==> config.mk <==
export PLATFORM = sky130hd
export DESIGN_NAME = sccb_arbiter
export DESIGN_NICKNAME = d
export VERILOG_FILES = /design/src/rtl/sccb_pkg.sv /design/src/rtl/sccb_arbiter_rr_pick.sv /design/src/rtl/sccb_arbiter.sv
export SDC_FILE = /design/constraint.sdc
export NUM_CORES = 1
export LEC_CHECK = 0
export ABC_AREA = 1
export BUFFER_PORTS_ARGS = -buffer_cell sky130_fd_sc_hd__buf_2
export CORE_ASPECT_RATIO = 1.2
export CORE_MARGIN = 2
export CORE_UTILIZATION = 42
export DETAILED_ROUTE_END_ITERATION = 10
export MAX_ROUTING_LAYER = met4
export PLACE_DENSITY = 0.87
export SLEW_MARGIN = 25
export SYNTH_ARGS = -nofsm -noshare
export SYNTH_HDL_FRONTEND = slang
export SYNTH_SLANG_ARGS = --single-unit
==> constraint.sdc <==
create_clock -name clk -period 1.15 [get_ports clk]
set_input_delay 0.115 -clock clk [delete_from_list [all_inputs] [get_ports clk]]
set_output_delay 0.115 -clock clk [all_outputs]
set_load 0.01 [all_outputs]
==> src/rtl/sccb_pkg.sv <==
// Shared types and constants for the SCCB write-driver arbiter.
package sccb_pkg;

    localparam int unsigned SCCB_ADDR_W = 16;
    localparam int unsigned SCCB_DATA_W = 8;
    localparam int unsigned MAX_REQ     = 4;
    localparam int unsigned IDX_W       = $clog2(MAX_REQ);

    typedef enum logic [1:0] {
        ST_IDLE,
        ST_ISSUE,
        ST_WAIT,
        ST_GAP
    } sccb_state_e;

endpackage

==> src/rtl/sccb_arbiter_rr_pick.sv <==
// Combinational round-robin selector: first set bit of mask_i searching
// upward from last_i+1, wrapping modulo NUM_REQ.
module rr_pick
    import sccb_pkg::*;
#(
    parameter int unsigned NUM_REQ = 2
) (
    input  logic [NUM_REQ-1:0] mask_i,
    input  logic [IDX_W-1:0]   last_i,
    output logic               valid_o,
    output logic [IDX_W-1:0]   winner_o
);

    always_comb begin
        valid_o  = 1'b0;
        winner_o = '0;
        for (int unsigned k = 1; k <= NUM_REQ; k++) begin
            for (int unsigned i = 0; i < NUM_REQ; i++) begin
                if (!valid_o && mask_i[i] && (i == (32'(last_i) + k) % NUM_REQ)) begin
                    valid_o  = 1'b1;
                    winner_o = IDX_W'(i);
                end
            end
        end
    end

endmodule

==> src/rtl/sccb_arbiter.sv <==
// Arbitrates up to four requesters onto one SCCB write driver, one register
// write at a time. Optional WAIT watchdog enabled by SCCB_ARB_TIMEOUT_EN.
module sccb_arbiter
    import sccb_pkg::*;
#(
    parameter int unsigned NUM_REQ        = 2,
    parameter int unsigned GAP_CYCLES     = 2,
    parameter int unsigned TIMEOUT_CYCLES = 1023
) (
    input  logic                     clk,
    input  logic                     rst_n,
    input  logic [NUM_REQ-1:0]       req,
    input  logic [16*NUM_REQ-1:0]    req_addr,
    input  logic [8*NUM_REQ-1:0]     req_data,
    input  logic                     prio_lock,
    output logic [NUM_REQ-1:0]       ack,
    output logic [NUM_REQ-1:0]       done,
    output logic                     trig,
    output logic [SCCB_ADDR_W-1:0]   driver_addr,
    output logic [SCCB_DATA_W-1:0]   driver_data,
    input  logic                     driver_end,
    output logic                     busy,
    output logic                     timeout_err
);

    sccb_state_e              state_q;
    logic [NUM_REQ-1:0]       ack_q;
    logic [NUM_REQ-1:0]       done_q;
    logic                     trig_q;
    logic [SCCB_ADDR_W-1:0]   addr_q;
    logic [SCCB_DATA_W-1:0]   data_q;
    logic [IDX_W-1:0]         owner_q;
    logic [IDX_W-1:0]         last_q;
    logic [3:0]               gap_q;

    logic [NUM_REQ-1:0]       elig;
    logic                     pick_valid;
    logic [IDX_W-1:0]         pick_idx;
    logic [SCCB_ADDR_W-1:0]   sel_addr;
    logic [SCCB_DATA_W-1:0]   sel_data;

    always_comb begin
        elig = req;
        if (prio_lock) begin
            elig[NUM_REQ-1:1] = '0;
        end
        sel_addr = '0;
        sel_data = '0;
        for (int unsigned i = 0; i < NUM_REQ; i++) begin
            if (IDX_W'(i) == pick_idx) begin
                sel_addr = req_addr[i*SCCB_ADDR_W +: SCCB_ADDR_W];
                sel_data = req_data[i*SCCB_DATA_W +: SCCB_DATA_W];
            end
        end
    end

    rr_pick #(
        .NUM_REQ (NUM_REQ)
    ) u_rr_pick (
        .mask_i   (elig),
        .last_i   (last_q),
        .valid_o  (pick_valid),
        .winner_o (pick_idx)
    );

`ifdef SCCB_ARB_TIMEOUT_EN
    logic [11:0] wcnt_q;
    logic        tmo_q;
    logic [11:0] wcnt_inc;

    assign wcnt_inc    = wcnt_q + 12'd1;
    assign timeout_err = tmo_q;
`endif

    always_ff @(posedge clk or negedge rst_n) begin
        if (!rst_n) begin
            state_q <= ST_IDLE;
            ack_q   <= '0;
            done_q  <= '0;
            trig_q  <= 1'b0;
            addr_q  <= '0;
            data_q  <= '0;
            owner_q <= '0;
            last_q  <= IDX_W'(NUM_REQ - 1);
            gap_q   <= '0;
`ifdef SCCB_ARB_TIMEOUT_EN
            wcnt_q  <= '0;
            tmo_q   <= 1'b0;
`endif
        end else begin
            ack_q  <= '0;
            done_q <= '0;
            trig_q <= 1'b0;
`ifdef SCCB_ARB_TIMEOUT_EN
            tmo_q  <= 1'b0;
`endif
            case (state_q)
                ST_IDLE: begin
                    if (pick_valid) begin
                        addr_q  <= sel_addr;
                        data_q  <= sel_data;
                        owner_q <= pick_idx;
                        last_q  <= pick_idx;
                        for (int unsigned i = 0; i < NUM_REQ; i++) begin
                            ack_q[i] <= (IDX_W'(i) == pick_idx);
                        end
                        state_q <= ST_ISSUE;
                    end
                end
                ST_ISSUE: begin
                    trig_q  <= 1'b1;
`ifdef SCCB_ARB_TIMEOUT_EN
                    wcnt_q  <= '0;
`endif
                    state_q <= ST_WAIT;
                end
                ST_WAIT: begin
                    // A real end on the expiry edge wins over the watchdog.
                    if (driver_end) begin
                        for (int unsigned i = 0; i < NUM_REQ; i++) begin
                            done_q[i] <= (IDX_W'(i) == owner_q);
                        end
                        gap_q   <= 4'(GAP_CYCLES - 1);
                        state_q <= ST_GAP;
                    end
`ifdef SCCB_ARB_TIMEOUT_EN
                    else if (wcnt_inc == 12'(TIMEOUT_CYCLES)) begin
                        for (int unsigned i = 0; i < NUM_REQ; i++) begin
                            done_q[i] <= (IDX_W'(i) == owner_q);
                        end
                        tmo_q   <= 1'b1;
                        gap_q   <= 4'(GAP_CYCLES - 1);
                        state_q <= ST_GAP;
                    end else begin
                        wcnt_q <= wcnt_inc;
                    end
`endif
                end
                ST_GAP: begin
                    if (gap_q == '0) begin
                        state_q <= ST_IDLE;
                    end else begin
                        gap_q <= gap_q - 4'd1;
                    end
                end
                default: state_q <= ST_IDLE;
            endcase
        end
    end

`ifndef SCCB_ARB_TIMEOUT_EN
    // Always 0 for any legal TIMEOUT_CYCLES; keeps the parameter referenced.
    assign timeout_err = (TIMEOUT_CYCLES == 0);
`endif

    assign ack         = ack_q;
    assign done        = done_q;
    assign trig        = trig_q;
    assign driver_addr = addr_q;
    assign driver_data = data_q;
    assign busy        = (state_q != ST_IDLE);

endmodule

After elaboration in Yosys (flattened, before gate mapping) --
Index checks and enable logic that the tools add are counted.
Storage, ports and cells: logic and storage cells 66, register bits 37
Cells by class: multiplexer cells 24, add/subtract/negate cells 3, reduce and logical (&&, ||, !) cells 21, eq/ne operators 9
Operators with widths (number):
- 32-bit logical NOT | 2
- 16-bit 2-to-1 mux | 2
- 8-bit 2-to-1 mux | 2
- 2-bit 2-to-1 mux | 7
- 1-bit 2-to-1 mux | 9
- 4-bit 2-to-1 mux | 2
- 2-bit != test (second input constant) | 4
- 2-bit case mux with 4 select lines | 1
- 4-bit case mux with 2 select lines | 1
- 1-bit logical AND | 7
- 2-bit logical NOT | 3
- 3-bit AND reduction | 2
- 2-bit == test (second input constant) | 2
- 4-bit logical NOT | 1
- 2-bit nonzero test | 2
- 4-bit by 1-bit subtractor with 4-bit output (second input constant) | 1
- 1-bit logical NOT | 3
- 1-bit adder (second input constant) | 2
- 1-bit == test (first input constant) | 2
- 2-bit by 1-bit == test with 1-bit output (second input constant) | 1
- 2-bit AND reduction | 1

Longest topological paths before layout --
Gate-level depths: netlist (run 1).
depth in word-level cells 19, gate-level depth with buffers 8, depth with buffers taken out 7

Modules after synthesis --
A second synthesis (run 1) with hierarchy kept.
Unflattened totals: cell total of the unflattened synthesis 220, area, all modules 1826.8 sq um
Modules (own cells, without submodules):
- sccb_arbiter | times used 1, seq. area each 952.2 sq um, cells each 212, area each 1786.7 sq um
- rr_pick | times used 1, seq. area each 0.0 sq um, cells each 8, area each 40.0 sq um

Worst setup path before layout (run 1) --
No wires, ideal clock.
path kind register to register, start point register state_q[0], end point register gap_q[3], stages on the path, launching flop included 7, data arrival time 1.111 ns, required time 1.027 ns, period minus slack after synthesis 1.234 ns, slack -0.084 ns, setup time 0.123 ns, path through dfrtp_1 inv_1 ha_1 inv_1 or2_4 nand3_2 o21ai_1
On the way: longest elaborated chain between the ends 3, elaborated cells between the ends (all ways) 7, classes of those cells 4 x eq/ne; 1 x mux; 2 x reduce/logical
Ends and longest elaborated chain:
- start: declaration | line sccb_arbiter.sv:26 | sccb_state_e state_q;
- start signal: assignment | line sccb_arbiter.sv:77 | state_q <= ST_IDLE;
- start signal: assignment | line sccb_arbiter.sv:107 | state_q <= ST_ISSUE;
- start signal: assignment | line sccb_arbiter.sv:115 | state_q <= ST_WAIT;
- 2-bit == test | line sccb_arbiter.sv:97 | case (state_q)
- 2-bit != test (no line) / 2-bit nonzero test (equally long branches)
- 3-bit AND reduction (no line)
- end signal: assignment | line sccb_arbiter.sv:123 | gap_q <= 4'(GAP_CYCLES - 1);
- end signal: assignment | line sccb_arbiter.sv:143 | gap_q <= gap_q - 4'd1;
- end: declaration | line sccb_arbiter.sv:34 | logic [3:0] gap_q;
Several ways; a longest one is shown, not always the timed one. A chain may end at the register's enable or synchronous reset.

Worst setup path after layout (run 1) --
start point register state_q[1], end point register gap_q[3]
Same word-level chain as after synthesis.

==> results of run 1 <==
how the worst max path moves through the flow:
stage / to / slack (ns)
finish: gap_q[3] / -0.13
global route: driver_addr[8] / -0.20
CTS: busy / -0.13
detailed placement: state_q[1] / -0.15
global placement: gap_q[1] / -0.08
floorplan: gap_q[3] / -0.05
repair_timing:
| action | 4_1_cts | 5_1_grt |
|---|---|---|
| hold buffers | 1 | 0 |
| hold endpoints to repair | 15 | 0 |
| cloned | 1 | 3 |
| setup buffers | 3 | 0 |
| gates resized for setup | 21 | 24 |
| pin swaps | 5 | 14 |
| endpoints found under the setup margin | 33 | 33 |
layout by cell type, fill, tap and decap left out, drive strengths merged:
master	synthesis	final
ha	5	5
inv	38	39
conb	1	1
nand2	116	116
or2	2	2
dlygate4sd3	0	1
dfrtp	36	36
nand3	8	8
nor2	10	10
clkinv	0	1
clkinvlp	0	1
clkbuf	0	7
buf	10	99
dfstp	1	1
nand4	2	2
a21oi	1	1
o21ai	29	29
per-stage QoR:
step           std cells  setup slack [ns]
3_5_place_dp         400            -0.151
5_1_grt              415            -0.200
2_1_floorplan        259           -0.0542
4_1_cts              413            -0.131
6_report             415            -0.131
3_3_place_gp         400           -0.0790
per-layer routing:
| metal | up-vias | routed length [microns] | global-route usage [%] |
|---|---|---|---|
| met3 | 14 | 402 | 4.73 |
| met1 | 877 | 1960 | 21.5 |
| met5 | - | 0 | - |
| met4 | 0 | 126 | 7.50 |
| met2 | 80 | 2800 | 34.3 |
| li1 | 973 | - | - |
cell type report:
cell class	count	share of cell area, %
well taps	56	2.48
flip-flops and latches	37	32.9
repair buffers	102	23.2
clock inverters	3	0.753
inverters	38	5.41
multi-input cells	174	32.9
clock buffers	5	2.44
power breakdown:
group / total (W) / switching (W) / internal (W)
logic: 0.00325 / 0.00183 / 0.00142
clock network: 0.000920 / 0.000490 / 0.000429
registers: 0.00221 / 0.000323 / 0.00189
kinds of logic after synthesis:
family / share of synthesized area [%]
flip-flops: 48.2
other: 0.195
buffers and inverters: 11.1
AO/OA/AOI/OAI: 7.81
adder cells (fa/ha/maj): 3.26
AND/OR/NAND/NOR: 29.4
registers in the layout (all words and copies together) (netlist names):
name and count:
gap_q 4, driver_data 8, driver_addr 16, ack 2, done 2, trig 1, owner_q 1, last_q 1
state_q 2
worst max-delay path, delay by kind of cell, from the launching register on:
family,cells,cell delay (ns)
AO/OA/AOI/OAI,1,0.06
adder cells (fa/ha/maj),1,0.24
flip-flops,1,0.45
AND/OR/NAND/NOR,3,0.45
==> metrics.csv, run 1 <==
stage,metric,value,unit
die,core area,0.00433,sq mm
synth,area share of the leading cell type in the synthesized netlist,46.9,%
routing,Residual DRC,0,
synth,synth unique cells,23,
sta,crit path time final,1.28,ns
final_layout,# fillers,348,
die,die area,0.00514,sq mm
synth,Syn Nets,318,
run,number of max-cap violations,0,
hold_path,hold_sp,driver_end,
sta,final-report hold violation count,0,
synth,Ys Warns,0,
sta,Final TNS setup,-3.21,ns
final_layout,Ant. Diodes,0,
die,die width,65.8,microns
routing,vias,1944,
worst_setup_path,CP Cell Sequence,ha_1 > or2_1 > nand3_4 > nand2_1 > o21ai_1,
synth,Post-synth top flop,dfrtp_1,
sta,Tcrit/Tclk final,111,%
sta,Final WS setup,-0.131,ns
clocking,Clock Sink Count,37,
sta,f_max,780,MHz
clocking,H-tree levels,2,
sta,Final Slew Violations,0,
routing,vias per cell,4.68,
clocking,Skew-Pair Late Insertion Delay,0.29,ns
die,Initial Utilization,44.4,%
die,row cnt,26,
power,highest ir drop seen on vdd,1.53,mV
sta,Fin Clk Skew,0.00805,ns
final_layout,Layout Nets,417,
clocking,Root Driver,clkbuf_8,
hold_path,Hold Path Sink,done[1],
worst_setup_path,Worst EP arrival,1.50,ns
synth,synth cell count leaders,"113 x nand2_1, 36 x dfrtp_1, 35 x inv_1",
final_layout,area of all sequential standard cells,928,sq um
worst_setup_path,Worst R2R Setup Slack,-0.13,ns
sta,# setup viols final,33,
sta,Min Hold Slack,0.0775,ns
synth,number of flops mapped to enable cells by yosys,0,
worst_setup_path,slowest CP cell,dfrtp_2,
hold_path,hold depth,3,
worst_setup_path,CP endpoint kind,flop,
global_routing,vias in the first global route,1840,
synth,Mapped Cells,259,
worst_setup_path,Worst Path Required,1.37,ns
global_routing,first-pass GRT wire length,7.74,mm
worst_setup_path,r2r endpoint,gap_q[3],
routing,1st-pass router iterations,4,
routing,antenna-violating nets left,0,
clocking,CTS tree,built,
synth,syn_area_per_cell,7.42,sq um
routing,WL final,5.29,mm
synth,"count leader, synth",nand2_1,
global_routing,largest net degree at the start of global routing,32,
synth,largest area contributor in the synthesized netlist,dfrtp_1,
global_routing,GRT overflow,0,
place,placed instance area,0.00246,sq mm
synth,fraction of registers with async set/reset,100,%
power,PwrDens,2260,mW/mm^2
global_routing,initial antenna violation count,0,
synth,top post-synthesis cells by area,"dfrtp_1 47%, nand2_1 22%, o21ai_1 7.3%",
place,I/O Buffers,83,
synth,register area share after synthesis,48.2,%
final_layout,final core area utilization,65.3,%
die,IO Count,85,
synth,#FFs+latches synth,37,
final_layout,P&R area growth vs syn,46.9,%
die,Die H,78.1,microns
worst_setup_path,critical path peak fanout,7,
power,leakage,1.67,nW
worst_setup_path,reg2reg start,state_q[1],
sta,RSZ-0062 raised after global routing,true,
hold_path,worst hold path type,in -> reg,
worst_setup_path,Worst Setup Path Type,reg -> reg,
routing,First DRT Iteration DRCs,67,
worst_setup_path,CP max stage delay,0.45,ns
synth,Post-Syn Area,0.00192,sq mm
place,Placer Congestion,0.843,
power,Total Power,0.00638,W
final_layout,multi-input logic area,928,sq um
status,failing checks,negative setup slack,
status,status,"complete, but fails checks",
worst_setup_path,R2R depth,5,
place,DP HPWL,3.47,mm
routing,Routed wire per std cell,12.7,microns
clocking,clock slew at reported path FFs,0.07,ns
clocking,CTS Buf Count,5,
final_layout,share of cells above drive strength 1,41.8,%
worst_setup_path,Crit. Startpoint,state_q[1],
final_layout,post-route cell area,0.00282,sq mm
global_routing,GRT Total Usage,19.7,%
clocking,Clock Path Buffers,2,
worst_setup_path,Worst setup SP type,flop,
Power figures use the tool's default switching activity.
==> run 2, diff against run 1 <==
- BUFFER_PORTS_ARGS: -buffer_cell sky130_fd_sc_hd__buf_2 -> -buffer_cell sky130_fd_sc_hd__buf_4
==> run 2 against run 1 <==
Effect of this change: the flow still finishes with violations (negative setup slack); global-route usage rose by 2.8 points; non-clock buffer count fell by 2; worst setup slack got worse by 0.027 ns; register-to-register slack barely moved; critical path depth fell by 1; critical path type is now reg -> out; first-iteration DRC count fell by 1.5%; die area did not move; sequential share of layout area fell by 2.6 points; worst hold slack improved by 0.020 ns.
==> metrics.csv, run 2 (synthesized netlist as in run 1, its figures left out) <==
stage,metric,value,unit,change
clocking,Clock Sink Count,37,,unchanged
global_routing,largest net degree at the start of global routing,38,,+19%
clocking,Skew-Pair Late Insertion Delay,0.29,ns,about the same
power,leakage,1.73,nW,+3.8%
place,Placer Congestion,0.902,,+7.0%
worst_setup_path,Worst setup SP type,flop,,
worst_setup_path,Worst Setup Path Type,reg -> out,,
routing,Routed wire per std cell,13.0,microns,+2.3%
power,Sw Share,38.1,%,-3.3 points
die,core area,0.00433,sq mm,unchanged
final_layout,"commonest cells after routing, fill and taps aside","104 x nand2_1, 88 x buf_4, 35 x dfrtp_1",,
die,IO Count,85,,unchanged
worst_setup_path,CP endpoint kind,primary output,,
power,clock share of power,16.3,%,+1.9 points
final_layout,Ant. Diodes,0,,unchanged
final_layout,P&R area growth vs syn,59.4,%,
worst_setup_path,Worst EP arrival,1.19,ns,-0.31 ns
sta,Final WS setup,-0.158,ns,-0.0267 ns
worst_setup_path,r2r endpoint,driver_data[6],,
routing,antenna-violating nets left,0,,unchanged
worst_setup_path,reg2reg start,last_q[0],,
routing,vias,1936,,-0.41%
final_layout,share of cells above drive strength 1,42.2,%,+0.40 points
final_layout,"commonest non-fill, non-tap cell in the layout",nand2_1,,
clocking,CTS Buf Count,5,,unchanged
sta,RSZ-0062 raised after global routing,true,,
die,Die H,78.1,microns,unchanged
sta,# setup viols final,33,,unchanged
worst_setup_path,R2R depth,7,,+2
power,internal power,0.00437,W,+17%
global_routing,vias in the first global route,1940,,+5.4%
hold_path,hold_sp,driver_end,,
worst_setup_path,Worst Path Required,1.03,ns,-0.34 ns
power,highest ir drop seen on vdd,1.35,mV,-12%
sta,Tcrit/Tclk final,114,%,+2.3 points
sta,Final TNS setup,-3.17,ns,+0.0416 ns
global_routing,first-pass GRT wire length,8.69,mm,+12%
sta,f_max,765,MHz,-2.0%
final_layout,Layout Nets,416,,-0.24%
place,DP HPWL,3.49,mm,+0.78%
die,Initial Utilization,44.4,%,unchanged
routing,Residual DRC,0,,unchanged
status,failing checks,negative setup slack,,
die,row cnt,26,,unchanged
die,die width,65.8,microns,unchanged
hold_path,hold depth,3,,unchanged
final_layout,max reg flops,16,,unchanged
power,sequential power share,31.7,%,-3.0 points
worst_setup_path,critical path peak fanout,4,,-3
run,number of max-cap violations,0,,unchanged
sta,final-report hold violation count,0,,unchanged
power,NetSw,0.00269,W,+1.7%
sta,crit path time final,1.31,ns,+0.0267 ns
die,die area,0.00514,sq mm,unchanged
worst_setup_path,Worst R2R Setup Slack,-0.14,ns,about the same
clocking,clock slew at reported path FFs,0.07,ns,about the same
clocking,Root Driver,clkbuf_8,,
clocking,CTS tree,built,,
routing,1st-pass router iterations,6,,+2
routing,vias per cell,4.68,,-0.17%
power,PwrDens,2300,mW/mm^2,+2.0%
power,combinational share of power,52.0,%,+1.1 points
global_routing,GRT Total Usage,22.5,%,+2.8 points
clocking,H-tree levels,2,,unchanged
global_routing,initial antenna violation count,0,,unchanged
sta,Fin Clk Skew,0.00199,ns,-0.00606 ns
place,I/O Buffers,83,,unchanged
hold_path,worst hold path type,in -> reg,,
hold_path,Hold Path Sink,done[0],,
clocking,Clock Path Buffers,2,,unchanged
sta,Final Slew Violations,0,,unchanged
status,status,"complete, but fails checks",,
final_layout,final core area utilization,70.8,%,+5.6 points
global_routing,GRT overflow,0,,unchanged
routing,First DRT Iteration DRCs,66,,-1.5%
routing,WL final,5.40,mm,+2.0%
==> run 2: cell count changes in the layout (fill, tap and decap cells not counted), sizes merged <==
cell and change:
buf -1, clkinvlp -1, bufinv +1, clkbuf +1, clkinv -1
==> run 2: final cells by class <==
class,instances,area (sq um)
fillers,335,1260
clock buffers,7,86.3
well taps,56,70.1
multi-input cells,174,940
flip-flops and latches,37,928
inverters,38,153
repair buffers,100,851
repair inverters,1,6.26
clock inverters,1,30.0
==> run 2: worst max-delay path by stage <==
| stage | start | to | slack, ns | cells after the start |
|---|---|---|---|---|
| finish | state_q[1] | busy | -0.16 | 4 |
| global route | last_q[0] | driver_addr[12] | -0.21 | 7 |
| global placement | state_q[0] | gap_q[1] | -0.09 | 7 |
| detailed placement | state_q[0] | gap_q[1] | -0.14 | 7 |
| CTS | state_q[1] | busy | -0.13 | 4 |
| floorplan | state_q[0] | gap_q[3] | -0.05 | 6 |
==> run 2: power by group through the flow <==
stage | Combinational (W) | Clock [W] | Sequential, W
after detailed placement | 0.00310 | 0 | 0.00223
after global placement | 0.00298 | 0 | 0.00221
after global routing | 0.00406 | 0.00123 | 0.00231
after floorplan | 0.00153 | 0 | 0.00241
final | 0.00367 | 0.00115 | 0.00224
after CTS | 0.00349 | 0.00117 | 0.00224
==> run 2: repair_timing <==
item | 4_1_cts | 5_1_grt
hold endpoints to repair | 36 | 0
gates resized for setup | 29 | 22
buffers inserted | 4 | 0
hold buffers | 1 | 0
pin swaps | 7 | 17
endpoints found under the setup margin | 33 | 35
gates cloned | 3 | 1
==> run 2: critical path: stages, from the launching register on <==
cell and delay, ns:
dfrtp_2 0.45, inv_2 0.10, ha_4 0.19, inv_4 0.05, buf_6 0.11
==> run 2: stage by stage <==
| stage | setup WS (ns) | area (sq um) | cells | total power [W] | hold slack (ns) |
|---|---|---|---|---|---|
| 6_report | -0.158 | 3060 | 414 | 0.00706 | 0.0979 |
| 5_1_grt | -0.206 | 3060 | 414 | 0.00759 | 0.102 |
| 4_1_cts | -0.125 | 3000 | 415 | 0.00690 | 0.101 |
| 3_5_place_dp | -0.143 | 2650 | 399 | 0.00533 | 0.103 |
| 3_3_place_gp | -0.0932 | 2650 | 399 | 0.00519 | 0.102 |
| 2_1_floorplan | -0.0542 | 1930 | 259 | 0.00394 | -0.181 |
==> run 2: per-layer routing <==
layer,track usage (%),routed length (microns),vias to the layer above
met3,5.73,259,7
met5,-,0,-
li1,-,-,976
met1,24.2,2140,900
met4,5.83,55,0
met2,40.7,2940,53
==> run 3, diff against run 2 <==
- CORE_UTILIZATION: 42 -> 45
- PLACE_DENSITY: 0.87 -> 0.89
- clock period: 1.15 -> 1.25 ns (I/O delays scaled with it)
==> run 3 against run 2 <==
Effect of this change: combinational power fell by 2%; sequential share of layout area rose by 0.60 points; sequential power fell by 8%; total power decreased by 8.9%; final cell count is 0.48% higher; the flow still finishes with violations (negative setup slack); clock-buffer cell count fell by 1; register-to-register slack better by 0.06 ns; worst hold slack gained 0.018 ns.
==> metrics.csv, run 3 (synthesized netlist as in run 1, its figures left out) <==
stage,metric,value,unit,change
status,status,"complete, but fails checks",,
status,failing checks,negative setup slack,,
final_layout,# fillers,299,,-11%
worst_setup_path,Worst EP arrival,1.50,ns,+0.31 ns
die,row cnt,26,,unchanged
sta,Final Slew Violations,0,,unchanged
worst_setup_path,Worst Setup Path Type,reg -> reg,,
clocking,Skew-Pair Late Insertion Delay,0.29,ns,about the same
final_layout,Ant. Diodes,0,,unchanged
routing,First DRT Iteration DRCs,138,,+110%
die,Initial Utilization,45.8,%,+1.4 points
worst_setup_path,CP endpoint kind,flop,,
final_layout,final core area utilization,71.5,%,+0.68 points
power,clock share of power,12.3,%,-4.0 points
final_layout,share of cells above drive strength 1,37.2,%,-5.0 points
sta,Fin Clk Skew,0.00397,ns,+0.00199 ns
clocking,clock slew at reported path FFs,0.07,ns,about the same
clocking,Root Driver,clkbuf_8,,
routing,Residual DRC,0,,unchanged
worst_setup_path,Worst setup SP type,flop,,
final_layout,"commonest non-fill, non-tap cell in the layout",nand2_1,,
die,Die H,75.6,microns,-3.2%
global_routing,initial antenna violation count,0,,unchanged
clocking,H-tree levels,2,,unchanged
routing,Routed wire per std cell,13.8,microns,+5.5%
die,core area,0.00420,sq mm,-3.0%
global_routing,vias in the first global route,1759,,-9.3%
clocking,Clock Path Buffers,2,,unchanged
sta,Tcrit/Tclk final,106,%,
final_layout,max reg flops,16,,unchanged
place,Placer Congestion,0.913,,+1.2%
worst_setup_path,critical path peak fanout,9,,+5
routing,vias per cell,4.93,,+5.4%
final_layout,post-route cell area,0.00300,sq mm,-2.1%
die,die area,0.00481,sq mm,-6.3%
final_layout,P&R area growth vs syn,56.1,%,
run,number of max-cap violations,0,,unchanged
clocking,Clock Sink Count,37,,unchanged
power,internal power,0.00386,W,-12%
final_layout,Layout Nets,418,,+0.48%
sta,RSZ-0062 raised after global routing,true,,
sta,Final WS setup,-0.0766,ns,+0.0815 ns
routing,WL final,5.72,mm,+6.0%
final_layout,final cell count without fillers,416,,+0.48%
sta,Final TNS setup,-1.18,ns,+2.00 ns
power,sequential power share,32.1,%,+0.4 points
power,Sw Share,39.9,%,+1.8 points
global_routing,first-pass GRT wire length,7.50,mm,-14%
worst_setup_path,Worst Path Required,1.42,ns,+0.39 ns
place,placed instance area,0.00263,sq mm,-0.94%
global_routing,GRT Total Usage,21.0,%,-1.6 points
global_routing,largest net degree at the start of global routing,39,,+2.6%
die,IO Count,85,,unchanged
clocking,CTS tree,built,,
power,combinational share of power,55.7,%,+3.7 points
hold_path,worst hold path type,in -> reg,,
sta,# setup viols final,32,,-3.0%
sta,f_max,754,MHz,
place,I/O Buffers,83,,unchanged
power,PwrDens,2140,mW/mm^2,-7.0%
global_routing,GRT overflow,0,,unchanged
routing,vias,2050,,+5.9%
die,die width,63.7,microns,-3.2%
routing,1st-pass router iterations,5,,-1
place,DP Cell Count,397,,-0.50%
final_layout,"commonest cells after routing, fill and taps aside","110 x nand2_1, 90 x buf_4, 36 x dfrtp_1",,
power,NetSw,0.00257,W,-4.6%
power,leakage,1.71,nW,-1.3%
sta,final-report hold violation count,0,,unchanged
sta,crit path time final,1.33,ns,
power,highest ir drop seen on vdd,1.25,mV,-7.3%
place,DP HPWL,3.45,mm,-1.2%
clocking,CTS Buf Count,5,,unchanged
routing,antenna-violating nets left,0,,unchanged
-- run 3: cell count changes in the layout (fill, tap and decap cells not counted), sizes merged --
cell	change
clkinv	+4
bufinv	-1
inv	-2
clkbuf	+1
-- run 3: through the flow --
stage	power, W	worst slack (ns)	hold slack (ns)
final	0.00643	-0.0766	0.116
after global routing	0.00689	-0.126	0.117
after CTS	0.00598	-0.0417	0.112
after detailed placement	0.00479	-0.105	0.105
after global placement	0.00468	-0.0148	0.0989
after floorplan	0.00358	0.0165	-0.171
-- run 3: worst max-delay path, cell delays in order (launching register included) --
cell and delay, ns:
dfrtp_1 0.41, inv_2 0.11, ha_4 0.15, buf_4 0.13
nand2_8 0.10, buf_8 0.16, nand2_1 0.07, nand2_1 0.07
-- run 3: final timing paths --
check / from / end / slack, ns / depth (start not counted)
max: state_q[0] / driver_addr[4] / -0.08 / 7
min: driver_end / done[1] / 0.12 / 3
max reg2reg: state_q[0] / driver_addr[4] / -0.08 / 7
min reg2reg: owner_q[0] / done[0] / 0.43 / 1
max in group asynchronous: rst_n / last_q[0] / 0.57 / 2
min in group asynchronous: rst_n / driver_addr[5] / 0.34 / 2
-- run 3: layer usage --
layer | global-route usage [%] | wire (microns) | up-vias
li1 | - | - | 983
met1 | 22.8 | 2160 | 959
met2 | 36.4 | 3090 | 95
met3 | 6.35 | 358 | 13
met4 | 8.21 | 109 | 0
met5 | - | 0 | -
-- run 3: cell type report --
type	count	area, sq um	share of cell area [%]
timing repair buffer	102	867	28.9
sequential	37	927	30.9
tap	56	70.1	2.34
clock inverter	2	10.0	0.334
timing repair inverter	1	16.3	0.542
inverter	38	160	5.34
clock buffer	6	72.6	2.42
multi-input combinational	174	877	29.2
-- run 3: power groups by stage --
stage	clock network, W	logic [W]	registers, W
finish	0.000788	0.00358	0.00206
global route	0.000868	0.00392	0.00210
CTS	0.000802	0.00314	0.00203
detailed placement	0	0.00273	0.00206
global placement	0	0.00266	0.00203
floorplan	0	0.00137	0.00222
-- run 3: timing repair --
| action | CTS | global route |
|---|---|---|
| cloned | 0 | 4 |
| gates resized for setup | 19 | 19 |
| setup endpoints to repair | 33 | 33 |
| pin swaps | 7 | 3 |
| hold buffers | 1 | 0 |
| hold endpoints to repair | 36 | 0 |
| setup buffers | 5 | 1 |
